<file path="src/rtl/vga_timing_gen_if.sv">
// Avalon-MM status/control window and vblank interrupt of vga_timing_gen.
interface vga_timing_gen_if;
  logic        AVL_ADDR;
  logic        AVL_READ;
  logic        AVL_WRITE;
  logic        AVL_CS;
  logic [31:0] AVL_WRITEDATA;
  logic [31:0] AVL_READDATA;
  logic        IRQ;

  modport master (
    output AVL_ADDR, AVL_READ, AVL_WRITE, AVL_CS, AVL_WRITEDATA,
    input  AVL_READDATA, IRQ
  );

  modport slave (
    input  AVL_ADDR, AVL_READ, AVL_WRITE, AVL_CS, AVL_WRITEDATA,
    output AVL_READDATA, IRQ
  );
endinterface

</file>
<file path="src/rtl/vga_timing_gen.sv">
// VGA raster generator: pixel enable, scan counters, delayed sync/blank and
// a vblank-interrupt status/control register window.
module vga_timing_gen #(
  parameter int unsigned H_VISIBLE  = 640,
  parameter int unsigned H_FP       = 16,
  parameter int unsigned H_SYNC     = 96,
  parameter int unsigned H_BP       = 48,
  parameter int unsigned V_VISIBLE  = 480,
  parameter int unsigned V_FP       = 10,
  parameter int unsigned V_SYNC     = 2,
  parameter int unsigned V_BP       = 33,
  parameter int unsigned PIPE_DELAY = 2
) (
  input  logic             CLK_50,
  input  logic             RESET,
  vga_timing_gen_if.slave  avl,
  output logic [9:0]       DrawX,
  output logic [9:0]       DrawY,
  output logic             PIX_EN,
  output logic             VGA_CLK,
  output logic             VGA_HS,
  output logic             VGA_VS,
  output logic             VGA_BLANK_N,
  output logic             VGA_SYNC_N
);
  localparam int unsigned H_TOTAL      = H_VISIBLE + H_FP + H_SYNC + H_BP;
  localparam int unsigned V_TOTAL      = V_VISIBLE + V_FP + V_SYNC + V_BP;
  localparam int unsigned H_SYNC_START = H_VISIBLE + H_FP;
  localparam int unsigned H_SYNC_END   = H_SYNC_START + H_SYNC;
  localparam int unsigned V_SYNC_START = V_VISIBLE + V_FP;
  localparam int unsigned V_SYNC_END   = V_SYNC_START + V_SYNC;

  typedef enum logic {
    REG_STATUS  = 1'b0,
    REG_CONTROL = 1'b1
  } reg_addr_e;

  logic        d;
  logic [9:0]  hc;
  logic [9:0]  vc;
  logic        hs_raw;
  logic        vs_raw;
  logic        blank_raw;
  logic        vblank_evt;
  logic [15:0] frame_cnt;
  logic        irq_pend;
  logic        irq_en;
  logic [31:0] rdata;
  logic [31:0] status_word;
  logic        rd_strobe;
  logic        wr_strobe;
  reg_addr_e   reg_addr;

  always_ff @(posedge CLK_50) begin
    if (!RESET) d <= 1'b0;
    else        d <= ~d;
  end

  always_ff @(posedge CLK_50) begin
    if (!RESET) begin
      hc <= '0;
      vc <= '0;
    end else if (d) begin
      if (hc == 10'(H_TOTAL - 1)) begin
        hc <= '0;
        if (vc == 10'(V_TOTAL - 1)) vc <= '0;
        else                        vc <= vc + 10'd1;
      end else begin
        hc <= hc + 10'd1;
      end
    end
  end

  always_comb begin
    hs_raw     = !((hc >= 10'(H_SYNC_START)) && (hc < 10'(H_SYNC_END)));
    vs_raw     = !((vc >= 10'(V_SYNC_START)) && (vc < 10'(V_SYNC_END)));
    blank_raw  = (hc < 10'(H_VISIBLE)) && (vc < 10'(V_VISIBLE));
    vblank_evt = d && (hc == 10'(H_TOTAL - 1)) && (vc == 10'(V_VISIBLE - 1));
  end

  // Sync/blank lag the raw raster so they align with the tile table's pixel latency.
  if (PIPE_DELAY == 0) begin : g_no_delay
    assign VGA_HS      = hs_raw;
    assign VGA_VS      = vs_raw;
    assign VGA_BLANK_N = blank_raw;
  end else begin : g_delay
    logic [PIPE_DELAY-1:0] hs_pipe;
    logic [PIPE_DELAY-1:0] vs_pipe;
    logic [PIPE_DELAY-1:0] blank_pipe;

    always_ff @(posedge CLK_50) begin
      if (!RESET) begin
        hs_pipe    <= '1;
        vs_pipe    <= '1;
        blank_pipe <= '0;
      end else if (d) begin
        hs_pipe    <= PIPE_DELAY'({hs_pipe, hs_raw});
        vs_pipe    <= PIPE_DELAY'({vs_pipe, vs_raw});
        blank_pipe <= PIPE_DELAY'({blank_pipe, blank_raw});
      end
    end

    assign VGA_HS      = hs_pipe[PIPE_DELAY-1];
    assign VGA_VS      = vs_pipe[PIPE_DELAY-1];
    assign VGA_BLANK_N = blank_pipe[PIPE_DELAY-1];
  end

  always_comb begin
    reg_addr    = reg_addr_e'(avl.AVL_ADDR);
    rd_strobe   = avl.AVL_CS && avl.AVL_READ;
    wr_strobe   = avl.AVL_CS && avl.AVL_WRITE;
    status_word = {frame_cnt, 14'd0, (vc >= 10'(V_VISIBLE)), irq_pend};
  end

  // The vblank set is applied after the W1C clear so a same-cycle collision keeps the interrupt pending.
  always_ff @(posedge CLK_50) begin
    if (!RESET) begin
      frame_cnt <= '0;
      irq_pend  <= 1'b0;
      irq_en    <= 1'b0;
      rdata     <= '0;
    end else begin
      if (wr_strobe) begin
        if (reg_addr == REG_CONTROL)    irq_en   <= avl.AVL_WRITEDATA[0];
        else if (avl.AVL_WRITEDATA[0])  irq_pend <= 1'b0;
      end
      if (vblank_evt) begin
        frame_cnt <= frame_cnt + 16'd1;
        irq_pend  <= 1'b1;
      end
      if (rd_strobe) begin
        if (reg_addr == REG_STATUS) rdata <= status_word;
        else                        rdata <= {31'd0, irq_en};
      end
    end
  end

  assign avl.AVL_READDATA = rdata;
  assign avl.IRQ          = irq_pend & irq_en;
  assign DrawX            = hc;
  assign DrawY            = vc;
  assign PIX_EN           = d;
  assign VGA_CLK          = d;
  assign VGA_SYNC_N       = 1'b0;
endmodule

</file>
<file path="src/flat_wrapper.sv">
// flat-port wrapper written by rule: the top's interface ports become plain ports
module vga_timing_gen_flat 
#(
  parameter int unsigned H_VISIBLE  = 640,
  parameter int unsigned H_FP       = 16,
  parameter int unsigned H_SYNC     = 96,
  parameter int unsigned H_BP       = 48,
  parameter int unsigned V_VISIBLE  = 480,
  parameter int unsigned V_FP       = 10,
  parameter int unsigned V_SYNC     = 2,
  parameter int unsigned V_BP       = 33,
  parameter int unsigned PIPE_DELAY = 2
)
  (CLK_50, RESET, DrawX, DrawY, PIX_EN, VGA_CLK, VGA_HS, VGA_VS, VGA_BLANK_N, VGA_SYNC_N, avl_AVL_ADDR, avl_AVL_READ, avl_AVL_WRITE, avl_AVL_CS, avl_AVL_WRITEDATA, avl_AVL_READDATA, avl_IRQ);
  vga_timing_gen_if avl_i ();
  input  logic CLK_50;
  input  logic RESET;
  output logic [9:0] DrawX;
  output logic [9:0] DrawY;
  output logic PIX_EN;
  output logic VGA_CLK;
  output logic VGA_HS;
  output logic VGA_VS;
  output logic VGA_BLANK_N;
  output logic VGA_SYNC_N;
  input wire logic [$bits(avl_i.AVL_ADDR)-1:0] avl_AVL_ADDR;
  input wire logic [$bits(avl_i.AVL_READ)-1:0] avl_AVL_READ;
  input wire logic [$bits(avl_i.AVL_WRITE)-1:0] avl_AVL_WRITE;
  input wire logic [$bits(avl_i.AVL_CS)-1:0] avl_AVL_CS;
  input wire logic [$bits(avl_i.AVL_WRITEDATA)-1:0] avl_AVL_WRITEDATA;
  output wire logic [$bits(avl_i.AVL_READDATA)-1:0] avl_AVL_READDATA;
  output wire logic [$bits(avl_i.IRQ)-1:0] avl_IRQ;
  assign avl_i.AVL_ADDR = avl_AVL_ADDR;
  assign avl_i.AVL_READ = avl_AVL_READ;
  assign avl_i.AVL_WRITE = avl_AVL_WRITE;
  assign avl_i.AVL_CS = avl_AVL_CS;
  assign avl_i.AVL_WRITEDATA = avl_AVL_WRITEDATA;
  assign avl_AVL_READDATA = avl_i.AVL_READDATA;
  assign avl_IRQ = avl_i.IRQ;
  vga_timing_gen #(.H_VISIBLE(H_VISIBLE), .H_FP(H_FP), .H_SYNC(H_SYNC), .H_BP(H_BP), .V_VISIBLE(V_VISIBLE), .V_FP(V_FP), .V_SYNC(V_SYNC), .V_BP(V_BP), .PIPE_DELAY(PIPE_DELAY)) u_core (.CLK_50(CLK_50), .RESET(RESET), .avl(avl_i), .DrawX(DrawX), .DrawY(DrawY), .PIX_EN(PIX_EN), .VGA_CLK(VGA_CLK), .VGA_HS(VGA_HS), .VGA_VS(VGA_VS), .VGA_BLANK_N(VGA_BLANK_N), .VGA_SYNC_N(VGA_SYNC_N));
endmodule
</file>
<file path="config.mk">
export PLATFORM = sky130hd
export DESIGN_NAME = vga_timing_gen_flat
export DESIGN_NICKNAME = d
export VERILOG_FILES = /design/src/rtl/vga_timing_gen_if.sv /design/src/rtl/vga_timing_gen.sv /design/src/flat_wrapper.sv
export SDC_FILE = /design/constraint.sdc
export NUM_CORES = 1
export LEC_CHECK = 0
export CAP_MARGIN = 20
export CORE_ASPECT_RATIO = 0.8
export CORE_MARGIN = 2
export CORE_UTILIZATION = 40
export CTS_CLUSTER_DIAMETER = 30
export DETAILED_ROUTE_END_ITERATION = 6
export PLACE_DENSITY_LB_ADDON = 0.2
export SKIP_LAST_GASP = 1
export SLEW_MARGIN = 20
export SYNTH_ARGS = -nofsm -noshare
export SYNTH_HDL_FRONTEND = slang
export SYNTH_SLANG_ARGS = --single-unit
</file>
<file path="constraint.sdc">
create_clock -name CLK_50 -period 5 [get_ports CLK_50]
set_input_delay 0.75 -clock CLK_50 [delete_from_list [all_inputs] [get_ports CLK_50]]
set_output_delay 0.75 -clock CLK_50 [all_outputs]
set_load 0.02 [all_outputs]
</file>
After elaboration in Yosys (flattened, before gate mapping)
Index checks and enable logic that the tools add are counted.
{"block": "word_totals", "register_bits": 77, "in_bits": 38, "out_inout_bits": 59, "elab_cells": 47}
{"block": "op_classes", "n_addsub": 3, "magnitude_cmp": 7, "n_eq_ne": 4, "muxes": 7, "n_bitwise": 2, "reduce_logical": 14}
{"op": "2-to-1 mux 32 bit", "count": 1}
{"op": "adder 10 x 1 -> 10 bit (second input constant)", "count": 2}
{"op": "equality test 10 bit (second input constant)", "count": 2}
{"op": ">= comparator 10 x 9 -> 1 bit (second input constant)", "count": 2}
{"op": "< comparator 10 bit (second input constant)", "count": 2}
{"op": "< comparator 10 x 9 -> 1 bit (second input constant)", "count": 2}
{"op": "2-to-1 mux 10 bit", "count": 2}
{"op": "adder 16 x 1 -> 16 bit (second input constant)", "count": 1}
{"op": "equality test 10 x 9 -> 1 bit (second input constant)", "count": 1}
{"op": ">= comparator 10 bit (second input constant)", "count": 1}
{"op": "logical AND 1 bit", "count": 7}
{"op": "2-to-1 mux 1 bit", "count": 4}
{"op": "AND reduction 2 bit", "count": 2}
{"op": "nonzero test 2 bit", "count": 2}
{"op": "AND reduction 3 bit", "count": 1}
{"op": "zero test 1 bit", "count": 2}
{"op": "inequality test 2 x 1 -> 1 bit (second input constant)", "count": 1}
{"op": "bitwise AND 1 bit", "count": 1}
{"op": "inverter 1 bit", "count": 1}

Depth between registers and ports, before layout
Gate-level depths: netlist of the first run.
{"block": "depth", "word_depth": 5, "mapped_depth": 7}

Worst setup path before layout of the first run
Ideal clock, no wire load.
{"block": "synth_timing", "path_type": "register to register", "from": "reg u_core.vc[1], in the netlist u_core.DrawY[1]", "to": "reg u_core.frame_cnt[10]", "setup_time_ns": 0.131, "arrival_ns": 2.058, "slack_ns": 2.811, "stages_incl_launch_ff": 8, "path_buffers": 2, "synth_period_minus_slack_ns": 2.189, "cell_sequence": "dfxtp_1 -> ha_1 -> nand4_1 -> or4_4 -> buf_6 -> buf_6 -> o311ai_2 -> o41ai_2"}
{"block": "synth_via", "elab_chain_cells": 2}
{"element": "start, declared", "line": "vga_timing_gen.sv:40", "rtl": "logic [9:0] vc;"}
{"element": "start signal, assigned", "line": "vga_timing_gen.sv:67", "rtl": "else vc <= vc + 10'd1;"}
{"element": "equality test 10 x 9 -> 1 bit", "line": "vga_timing_gen.sv:78", "rtl": "vblank_evt = d && (hc == 10'(H_TOTAL - 1)) && (vc == 10'(V_VISIBLE - 1));"}
{"element": "logical AND 1 bit", "line": "vga_timing_gen.sv:78"}
{"element": "end signal, assigned", "line": "vga_timing_gen.sv:128", "rtl": "frame_cnt <= frame_cnt + 16'd1;"}
{"element": "end, declared", "line": "vga_timing_gen.sv:45", "rtl": "logic [15:0] frame_cnt;"}
Every way passes these cells.
A chain may end at the register's enable or synchronous reset.

Worst setup path after layout of the first run
{"block": "layout_timing", "from": "reg u_core.d, in the netlist u_core.PIX_EN", "to": "out PIX_EN"}
{"element": "start, declared", "line": "vga_timing_gen.sv:38", "rtl": "logic d;"}
{"element": "start signal, assigned", "line": "vga_timing_gen.sv:56", "rtl": "else d <= ~d;"}
{"element": "end, declared", "line": "flat_wrapper.sv:20", "rtl": "output logic PIX_EN;"}
No word-level cell between the ends.

==> key figures, run 1 <==
Status
  • Status: finished, final reports clean

Critical path
  • Endpoint class of the critical path: primary output
  • Setup Crit Path Kind: register to primary output
  • Worst Path Buf+Inv: 1
  • Crit-path cells: clkdlybuf4s50_1
  • Crit Path Max Fanout: 19
  • CP delay by family, top: flip-flops
  • Critical path launch point type: register
  • Crit path DAT: between 1500 and 2000 ps
  • Critical Path RT: 4250 ps
  • CP max stage delay: 780 ps
  • Crit-path slowest cell: dfxtp_1

Route
  • Vias: ~2,700
  • Post-DR vias/cell: ~5.3
  • Routed wire per std cell: approximately 14 µm
  • Detailed router's first-iteration violation count: ~110
  • DRC errors left: 0
  • Antenna-violating nets left: 0
  • Final wirelength: between 7000 and 8000 µm
  • Pre-antenna DRT Iters: 4

Floorplan
  • Effective utilization at floorplan: about two fifths
  • IO Pins: 97
  • Die height: between 80 and 90 µm
  • Die Wd: about 100 µm
  • Total core area: roughly 7500 µm²
  • Full die area: ~8500 µm²
  • Num rows: 28

Clock tree
  • TritonCTS clock tree: built
  • Worst skew pair latency: between 300 and 400 ps
  • Clock Path Buffers: 2
  • Total CTS buffers: 9
  • H-tree depth: 3
  • Postcts setup bufs: 0
  • Post-CTS resize count: 0
  • CTS root buffer: clkbuf_8
  • Clk sinks: 63
  • Worst-path clk slew: 60 ps
  • Hold Buf Count CTS: 0

Cells and area
  • Nets: approximately 440
  • # diodes: 0
  • Area Overhead vs Synth: 22.4%
  • Share of cells above drive strength 1: 5.91%

Synthesis
  • Synthesized area: between 3000 and 4000 µm²
  • Sequential fraction of the synthesis area: about two fifths
  • Avg Cell Area, Syn: roughly 8.5 µm²
  • Count of different cell masters after synthesis: 48
  • YS warnings: 0
  • Syn Inst Count: 365
  • Fraction of registers with async set/reset: 0%
  • Post-synth EDFFs: 0
  • Yosys reg bits: 63
  • Most used DFF post-synth: dfxtp_1

Timing
  • Hold slack: roughly 470 ps
  • Worst relative slew slack: ~37%
  • Slew Limit Fails: 0
  • Final period utilization: about half
  • Worst Max-Slew Pin Slew: around 940 ps
  • Setup TNS: 0 ps
  • Clk_skew: ~9 ps
  • Finish-stage setup viols: 0
  • RSZ-0062 raised after global routing: no
  • Final worst path period need: approximately 2600 ps
  • Hold Fails Final Rpt: 0
  • Max Freq: between 300 and 400 MHz

Pwr
  • Pwr/cell area: 290 nW/µm²
  • Leak Pwr: about 1.3 nW
  • Maximum vdd drop: 149 µV

Placed design
  • Port bufs: 50
  • Detailed placement HPWL: approximately 4700 µm
  • GPL Wtd Cong: 0.790

Global routing
  • Antenna violations before repair: 0
  • Grt total ovfl: 0
  • Vias in the first global route: 2,420
  • GRT Total Usage: between 10% and 20%
  • First-pass GRT wire length: about 12,000 µm
  • Largest net degree at the start of global routing: 38

Hold path
  • HP Class: register to register

Flow run
  • # Max-Cap Violations: 0
## logic make-up (layout without fill, tap and decap cells)
logic type | Yosys count | count (layout) | synth area share [%]
adder cells (fa/ha/maj) | 5 | 5 | 2.01
XOR/XNOR | 9 | 9 | 2.53
multiplexers | 9 | 9 | 2.90
flip-flops | 63 | 63 | 40.5
AO/OA/AOI/OAI | 68 | 68 | 14.5
buffers and inverters | 51 | 78 | 8.89
AND/OR/NAND/NOR | 159 | 159 | 28.5
other | 1 | 15 | 0.121
## cell usage in the layout, fill, tap and decap left out, types with 4 or more instances in the layout
master / count
nand4_1: 10
o311ai_1: 7
clkdlybuf4s50_1: 50
inv_1: 10
o41ai_1: 8
a21oi_1: 32
ha_1: 5
dfxtp_1: 63
and2_1: 4
conb_1: 15
or3_1: 5
xnor2_1: 5
mux2i_1: 9
o21ai_0: 7
nand2b_1: 13
nor3b_1: 14
nor3_1: 9
nor4_1: 4
nor2_1: 32
and3_1: 4
xor2_1: 4
nand3_1: 16
clkbuf_8: 9
nand2_1: 31
## metal layers
metal / track usage [%] / share of wire (%) / vias to the layer above
li1: - / - / 1360
met1: 25.2 / 52 / 1283
met2: 24.4 / 42 / 60
met3: 5.39 / 3.9 / 9
met4: 5.45 / 1.3 / 0
met5: 0 / 0 / -
## synth_stat cells, types with 2 or more instances
cell	count	area [µm²]
o41ai_1	8	70.1
o22ai_1	2	12.5
mux2i_1	9	90.1
a31oi_1	2	12.5
buf_1	4	15.0
buf_4	16	120
xor2_1	4	35.0
nor2_1	32	120
ha_1	5	62.6
o21ai_0	7	35.0
buf_6	3	33.8
dfxtp_1	63	1260
o311ai_1	7	61.3
and2_1	4	25.0
nor4b_1	2	17.5
nor3_1	9	45.0
and3_1	4	25.0
nor3b_1	14	105
o31ai_1	2	15.0
o311ai_0	2	17.5
nand2b_1	13	81.3
inv_1	10	37.5
nand4b_1	3	26.3
and4_1	3	26.3
or4_1	2	15.0
nand2_1	32	120
nand4_1	10	62.6
a21oi_1	32	160
nor4_1	4	25.0
nand3_1	16	80.1
or3_1	5	31.3
clkbuf_1	15	56.3
xnor2_1	5	43.8
a41oi_1	2	17.5
## stage by stage
step | setup WS (ps) | cells | utilization, % | total power [mW] | instance area [µm²]
after floorplan | 2810 | 379 | - | 0.574 | 3160
after global placement | 2300 | 495 | 47.8 | 0.583 | 3570
after detailed placement | 2260 | 495 | 47.8 | 0.584 | 3570
after CTS | 2380 | 511 | 51.0 | 1.12 | 3810
after global routing | 2320 | 511 | 51.0 | 1.15 | 3810
final | 2400 | 511 | 51.0 | 1.11 | 3810
## worst min-delay path, cell delays in order (launching register included)
cell and delay, ps:
dfxtp_1 320, mux2i_1 60, nand2_1 60
## sequential cells by signal (all words and copies together), names as in the netlist
register and count:
u_core.irq_en 1, u_core.DrawX 10, u_core.avl.AVL_READDATA 18, u_core.g_delay.blank_pipe 2, u_core.g_delay.vs_pipe 2, u_core.PIX_EN 1, u_core.DrawY 10, u_core.g_delay.hs_pipe 2
u_core.frame_cnt 16, u_core.irq_pend 1
## power by group
group,switching (mW),total [mW],internal (mW),leakage [nW]
registers,0.00796,0.514,0.506,0.509
clock network,0.200,0.533,0.332,0.114
logic,0.0401,0.0592,0.0190,0.628
total,0.248,1.11,0.857,1.25
## cell type report
| class | count | area, µm² |
|---|---|---|
| Timing Repair Buffer | 51 | 508 |
| Multi-Input combinational cell | 265 | 1630 |
| Fill cell | 731 | 3650 |
| Sequential cell | 63 | 1260 |
| Inverter | 11 | 41.3 |
| Clock inverter | 5 | 106 |
| Tap cell | 105 | 131 |
| Clock buffer | 11 | 131 |
## worst paths after layout
check	slack [ps]	from	cells past startpoint	to
setup / recovery	2400	u_core.PIX_EN	1	PIX_EN
hold / removal	470	u_core.g_delay.hs_pipe[1]	2	u_core.g_delay.hs_pipe[1]
setup reg to reg	2500	u_core.PIX_EN	4	u_core.frame_cnt[12]
hold reg to reg	470	u_core.g_delay.hs_pipe[1]	2	u_core.g_delay.hs_pipe[1]
Note: power is estimated with default switching activity, not from simulation.
==> run 2: changes to the inputs <==
==> constraint.sdc (replaced) <==
create_clock -name CLK_50 -period 2.2 [get_ports CLK_50]
set_input_delay 0.33 -clock CLK_50 [delete_from_list [all_inputs] [get_ports CLK_50]]
set_output_delay 0.33 -clock CLK_50 [all_outputs]
set_load 0.02 [all_outputs]
==> key figures, run 2 (synthesized netlist as in run 1, its figures left out) <==
Route
  • Antenna-violating nets left: 0 (unchanged)
  • Final wirelength: 7250 µm (+2.4%)
  • Vias: 2,805 (+3.4%)
  • Routed wire per std cell: 13.6 µm (-2.2%)
  • Pre-antenna DRT Iters: 4 (unchanged)
  • DRC errors left: 0 (unchanged)
  • Post-DR vias/cell: 5.24 (-1.2%)
  • Detailed router's first-iteration violation count: 135 (+29%)

Placed design
  • Worst slack, placed: 102 ps (-2160 ps)
  • Port bufs: 50 (unchanged)
  • Dpl cells: 519 (+4.8%)
  • Detailed placement HPWL: 4960 µm (+6.2%)
  • GPL Wtd Cong: 0.762 (-3.6%)

Hold path
  • Worst Min Path Start: u_core.g_delay.hs_pipe[1]
  • Hold depth: 2 (unchanged)
  • Hold Path Sink: u_core.g_delay.hs_pipe[1]
  • HP Class: register to register

Timing
  • Clk_skew: 8.20 ps (-0.915 ps)
  • Worst Max-Slew Pin Slew: 547 ps (-391 ps)
  • RSZ-0062 raised after global routing: no
  • Setup ws final: 119 ps (-2280 ps)
  • Slew Limit Fails: 0 (unchanged)
  • Max Freq: 481 MHz
  • Final worst path period need: about 2100 ps
  • Hold Fails Final Rpt: 0 (unchanged)
  • Worst relative slew slack: 63.4% (+26 points)
  • Setup TNS: 0 ps (unchanged)
  • Final period utilization: 94.6%
  • Finish-stage setup viols: 0 (unchanged)

Critical path
  • Crit path DAT: 2350 ps (+500 ps)
  • Critical Path RT: 2470 ps (-1780 ps)
  • Critical path launch point type: register
  • R2r startpoint: u_core.DrawY[0]
  • Endpoint class of the critical path: register
  • Setup Crit Path Kind: register to register
  • Terminus of the critical flop-to-flop path: u_core.frame_cnt[15]
  • Crit Path Max Fanout: 27 (+8)
  • R2R cell count: 5 (+1)
  • Reg2Reg Setup Slack: 120 ps (-2380 ps)

Clock tree
  • Clk sinks: 63 (unchanged)
  • Clock Path Buffers: 2 (unchanged)
  • Worst-path clk slew: 70 ps (about the same)
  • CTS root buffer: clkbuf_8
  • H-tree depth: 3 (unchanged)
  • Hold Buf Count CTS: 0 (unchanged)
  • Total CTS buffers: 9 (unchanged)
  • TritonCTS clock tree: built
  • Worst skew pair latency: 340 ps (about the same)

Global routing
  • First-pass GRT wire length: 11,900 µm (+1.3%)
  • Antenna violations before repair: 0 (unchanged)
  • GRT Total Usage: 17.4% (+0.078 points)
  • Grt total ovfl: 0 (unchanged)
  • Vias in the first global route: 2,526 (+4.4%)
  • Largest net degree at the start of global routing: 37 (-2.6%)

Cells and area
  • # diodes: 0 (unchanged)
  • Most frequent cells in the layout: 63 x dfxtp_1, 50 x clkdlybuf4s50_1, 32 x nand2_1, 32 x nor2_1, 32 x a21oi_1
  • Most common cell after layout, fill and taps aside: dfxtp_1
  • Final core occ: 52.9% (+1.8 points)
  • Max reg flops: 18 (unchanged)
  • Multi-input gate area: 1630 µm² (+0.23%)
  • Nets: 468 (+5.4%)
  • Share of cells above drive strength 1: 11.2% (+5.3 points)
  • Register area: 1260 µm² (unchanged)
  • Fillers: 714 (-2.3%)
  • Area Overhead vs Synth: 26.8%
  • Layout Cells excl Fill: 535 (+4.7%)

Floorplan
  • Num rows: 28 (unchanged)
  • Full die area: 8510 µm² (unchanged)
  • Effective utilization at floorplan: 41.7% (unchanged)
  • Die height: 82.9 µm (unchanged)
  • IO Pins: 97 (unchanged)
  • Total core area: 7460 µm² (unchanged)
  • Die Wd: 103 µm (unchanged)

Pwr
  • Total Power: 2.30 mW (+110%)
  • Leak Pwr: 1.36 nW (+8.8%)
  • Pwr/cell area: 583 nW/µm² (+100%)
  • Maximum vdd drop: 263 µV (+77%)

Flow run
  • # Max-Cap Violations: 0 (unchanged)

Status
  • Status: finished, final reports clean
==> run 2: cell type report <==
cell class	count	area share, %
inverter	11	1.05
multi-input combinational	265	41.4
tap	105	3.33
clock buffer	12	3.68
timing repair buffer	75	17.4
sequential	63	32.0
clock inverter	4	1.14
==> run 2: report_power, final <==
| group | switching [mW] | internal, mW |
|---|---|---|
| sequential | 0.00556 | 1.15 |
| clock | 0.434 | 0.549 |
| combinational | 0.106 | 0.0543 |
==> run 2: per-stage QoR <==
step | hold WS (ps) | area, µm²
4_1_cts | 474 | 3940
3_3_place_gp | 453 | 3750
3_5_place_dp | 458 | 3750
6_report | 474 | 3950
5_1_grt | 509 | 3950
2_1_floorplan | 438 | 3160
==> run 2: per-layer routing <==
metal / part of all wire, % / global-route usage, % / vias to the layer above
met5: 0 / 0 / -
met4: 0.55 / 4.36 / 0
met3: 5.2 / 4.97 / 4
met2: 42 / 25.1 / 71
met1: 52 / 25.5 / 1322
li1: - / - / 1408
==> run 2: worst max path at each step <==
stage                    startpoint                    to  slack [ps]  cells past startpoint
floorplan           u_core.DrawY[1]  u_core.frame_cnt[10]          10                      7
global placement    u_core.DrawX[0]  u_core.frame_cnt[12]          90                      5
detailed placement  u_core.DrawX[0]  u_core.frame_cnt[12]         100                      5
CTS                 u_core.DrawX[0]  u_core.frame_cnt[12]          70                      5
global route        u_core.DrawY[0]   u_core.frame_cnt[8]          20                      5
finish              u_core.DrawY[0]  u_core.frame_cnt[15]         120                      5
==> run 2: timing repair <==
action	4_1_cts	5_1_grt
setup buffers	0	0
resized for setup	0	1
setup endpoints to repair	0	4
==> run 2: critical path, cell delays in order, from the launching register on <==
cell	delay [ps]
dfxtp_1	330
ha_1	220
nand4_1	210
or4_4	640
nor4_1	380
mux2i_1	210
==> run 3: changes to the inputs <==
--- a/config.mk
+++ b/config.mk
@@ -8,7 +8,7 @@
 export CAP_MARGIN = 20
 export CORE_ASPECT_RATIO = 0.8
 export CORE_MARGIN = 2
-export CORE_UTILIZATION = 40
+export CORE_UTILIZATION = 35
 export CTS_CLUSTER_DIAMETER = 30
 export DETAILED_ROUTE_END_ITERATION = 6
 export PLACE_DENSITY_LB_ADDON = 0.2
==> constraint.sdc (replaced) <==
create_clock -name CLK_50 -period 1.9 [get_ports CLK_50]
set_input_delay 0.285 -clock CLK_50 [delete_from_list [all_inputs] [get_ports CLK_50]]
set_output_delay 0.285 -clock CLK_50 [all_outputs]
set_load 0.02 [all_outputs]
==> key figures, run 3 (synthesized netlist as in run 1, its figures left out) <==
Floorplan
  • Full die area: 9670 µm² (+14%)
  • Die height: 88.3 µm (+6.6%)
  • Die Wd: 109 µm (+6.6%)
  • IO Pins: 97 (unchanged)
  • Num rows: 30 (+7.1%)
  • Total core area: 8560 µm² (+15%)
  • Effective utilization at floorplan: 36.4% (-5.3 points)

Pwr
  • Psw: 0.699 mW (+28%)
  • Gate power share: 7.8% (+0.8 points)
  • Switching share of total power: 27.2% (+3.5 points)
  • Sequential power share: 52.1% (+1.8 points)
  • Maximum vdd drop: 375 µV (+43%)
  • Total Power: 2.57 mW (+12%)
  • Pwr/cell area: 575 nW/µm² (-1.4%)
  • Int Power: 1.87 mW (+6.6%)
  • Leak Pwr: 1.59 nW (+17%)
  • Clock power frac: 40.1% (-2.7 points)

Placed design
  • Port bufs: 50 (unchanged)
  • Placed inst area: 3980 µm² (+6.3%)
  • Detailed placement HPWL: 5470 µm (+10%)
  • Worst slack, placed: -56.8 ps (-159 ps)
  • GPL Wtd Cong: 0.713 (-6.5%)

Global routing
  • Largest net degree at the start of global routing: 37 (unchanged)
  • Vias in the first global route: 2,787 (+10%)
  • First-pass GRT wire length: 13,600 µm (+14%)
  • Antenna violations before repair: 0 (unchanged)
  • GRT Total Usage: 18.2% (+0.78 points)
  • Grt total ovfl: 0 (unchanged)

Route
  • Detailed router's first-iteration violation count: 133 (-1.5%)
  • Vias: 2,909 (+3.7%)
  • Pre-antenna DRT Iters: 4 (unchanged)
  • Met3 routed WL: 352 µm (-6.6%)
  • DRC errors left: 0 (unchanged)
  • Antenna-violating nets left: 0 (unchanged)
  • M1 WL: 4200 µm (+12%)
  • Final wirelength: 8340 µm (+15%)
  • WL met2: 3730 µm (+21%)
  • Top Layer Used: met4
  • Routed wire per std cell: 14.7 µm (+8.7%)
  • Post-DR vias/cell: 5.14 (-2.0%)

Clock tree
  • Clk sinks: 63 (unchanged)
  • Clock Path Buffers: 2 (unchanged)
  • CTS root buffer: clkbuf_8
  • Hold Buf Count CTS: 0 (unchanged)
  • TritonCTS clock tree: built
  • Total CTS buffers: 9 (unchanged)
  • H-tree depth: 3 (unchanged)
  • Worst skew pair latency: 340 ps (about the same)
  • Worst-path clk slew: 80 ps (about the same)

Critical path
  • Setup Crit Path Kind: register to register
  • Crit-path cells: ha_4 > nand4_1 > buf_4 > or4_4 > or3_1 > a21oi_1
  • Critical path launch point type: register
  • Crit path DAT: 2220 ps (-130 ps)
  • CP max stage delay: 510 ps (-130 ps)
  • Endpoint class of the critical path: register
  • Critical Path RT: 2160 ps (-310 ps)
  • Crit Path Max Fanout: 6 (-78%)
  • Crit-path slowest cell: or4_4

Timing
  • Setup ws final: -52.9 ps (-172 ps)
  • Hold Fails Final Rpt: 0 (unchanged)
  • Slew Limit Fails: 0 (unchanged)
  • Final worst path period need: 1950 ps (-128 ps)
  • RSZ-0062 raised after global routing: yes
  • Final period utilization: 103% (+8.2 points)
  • Clk_skew: 11.5 ps (+3.32 ps)
  • Finish-stage setup viols: 5 (+5)
  • Max Freq: 512 MHz (+6.6%)
  • Setup TNS: -175 ps (-175 ps)

Cells and area
  • Fin area: 4470 µm² (+13%)
  • # diodes: 0 (unchanged)
  • Most common cell after layout, fill and taps aside: clkdlybuf4s50_1
  • Max reg flops: 18 (unchanged)
  • Most frequent cells in the layout: 48 x clkdlybuf4s50_1, 47 x dfxtp_1, 40 x buf_4
  • Share of cells above drive strength 1: 24.0% (+13 points)
  • Final core occ: 52.2% (-0.63 points)
  • Fillers: 825 (+16%)
  • Area Overhead vs Synth: 43.7%
  • Nets: 492 (+5.1%)

Status
  • Failing checks: setup timing
  • Status: finished with violations

Hold path
  • HP Class: register to register

Flow run
  • # Max-Cap Violations: 0 (unchanged)
[run 3: layout make-up]
type                       count  area (µm²)  share of cell area (%)
clock buffer                   9         124                    2.77
clock inverter                 7        50.0                    1.12
inverter                      11        41.3                   0.924
multi-input combinational    266        1910                    42.7
sequential                    63        1290                    28.9
tap                          112         140                    3.13
timing repair buffer          98         913                    20.4
[run 3: path summary, 6_finish.rpt]
| path | end | from | slack, ps | depth (start not counted) |
|---|---|---|---|---|
| setup / recovery | u_core.frame_cnt[2] | u_core.DrawY[1] | -50 | 6 |
| hold / removal | u_core.frame_cnt[15] | u_core.frame_cnt[15] | 470 | 2 |
| setup reg to reg | u_core.frame_cnt[2] | u_core.DrawY[1] | -50 | 6 |
| hold reg to reg | u_core.frame_cnt[15] | u_core.frame_cnt[15] | 470 | 2 |
[run 3: metrics by stage]
| step | cells | hold slack (ps) |
|---|---|---|
| 6_report | 566 | 470 |
| 2_1_floorplan | 379 | 429 |
| 3_5_place_dp | 545 | 460 |
| 5_1_grt | 566 | 496 |
| 3_3_place_gp | 545 | 452 |
| 4_1_cts | 564 | 471 |
[run 3: power by group through the flow]
stage | Sequential, mW | Combinational, mW | Clock [mW]
floorplan | 1.38 | 0.133 | 0
global placement | 1.37 | 0.194 | 0
detailed placement | 1.37 | 0.195 | 0
CTS | 1.34 | 0.199 | 1.08
global route | 1.34 | 0.220 | 1.13
finish | 1.34 | 0.201 | 1.03
[run 3: routing by layer]
layer	vias up	global-route usage, %
li1	1450	-
met2	76	28.0
met4	0	5.29
met5	-	0
met3	2	4.64
met1	1381	25.3
[run 3: critical path: cells and delay by family, from the launching register on]
kind | cells | cell delay, ps
AO/OA/AOI/OAI | 1 | 140
adder cells (fa/ha/maj) | 1 | 130
buffers and inverters | 1 | 200
flip-flops | 1 | 360
AND/OR/NAND/NOR | 3 | 1050
[run 3: timing repair]
item                       4_1_cts  5_1_grt
gates cloned                     1        0
setup buffers                    2        2
resized for setup               22       21
pin swaps                        7        9
hold endpoints to repair         0        0
setup endpoints to repair       12       23
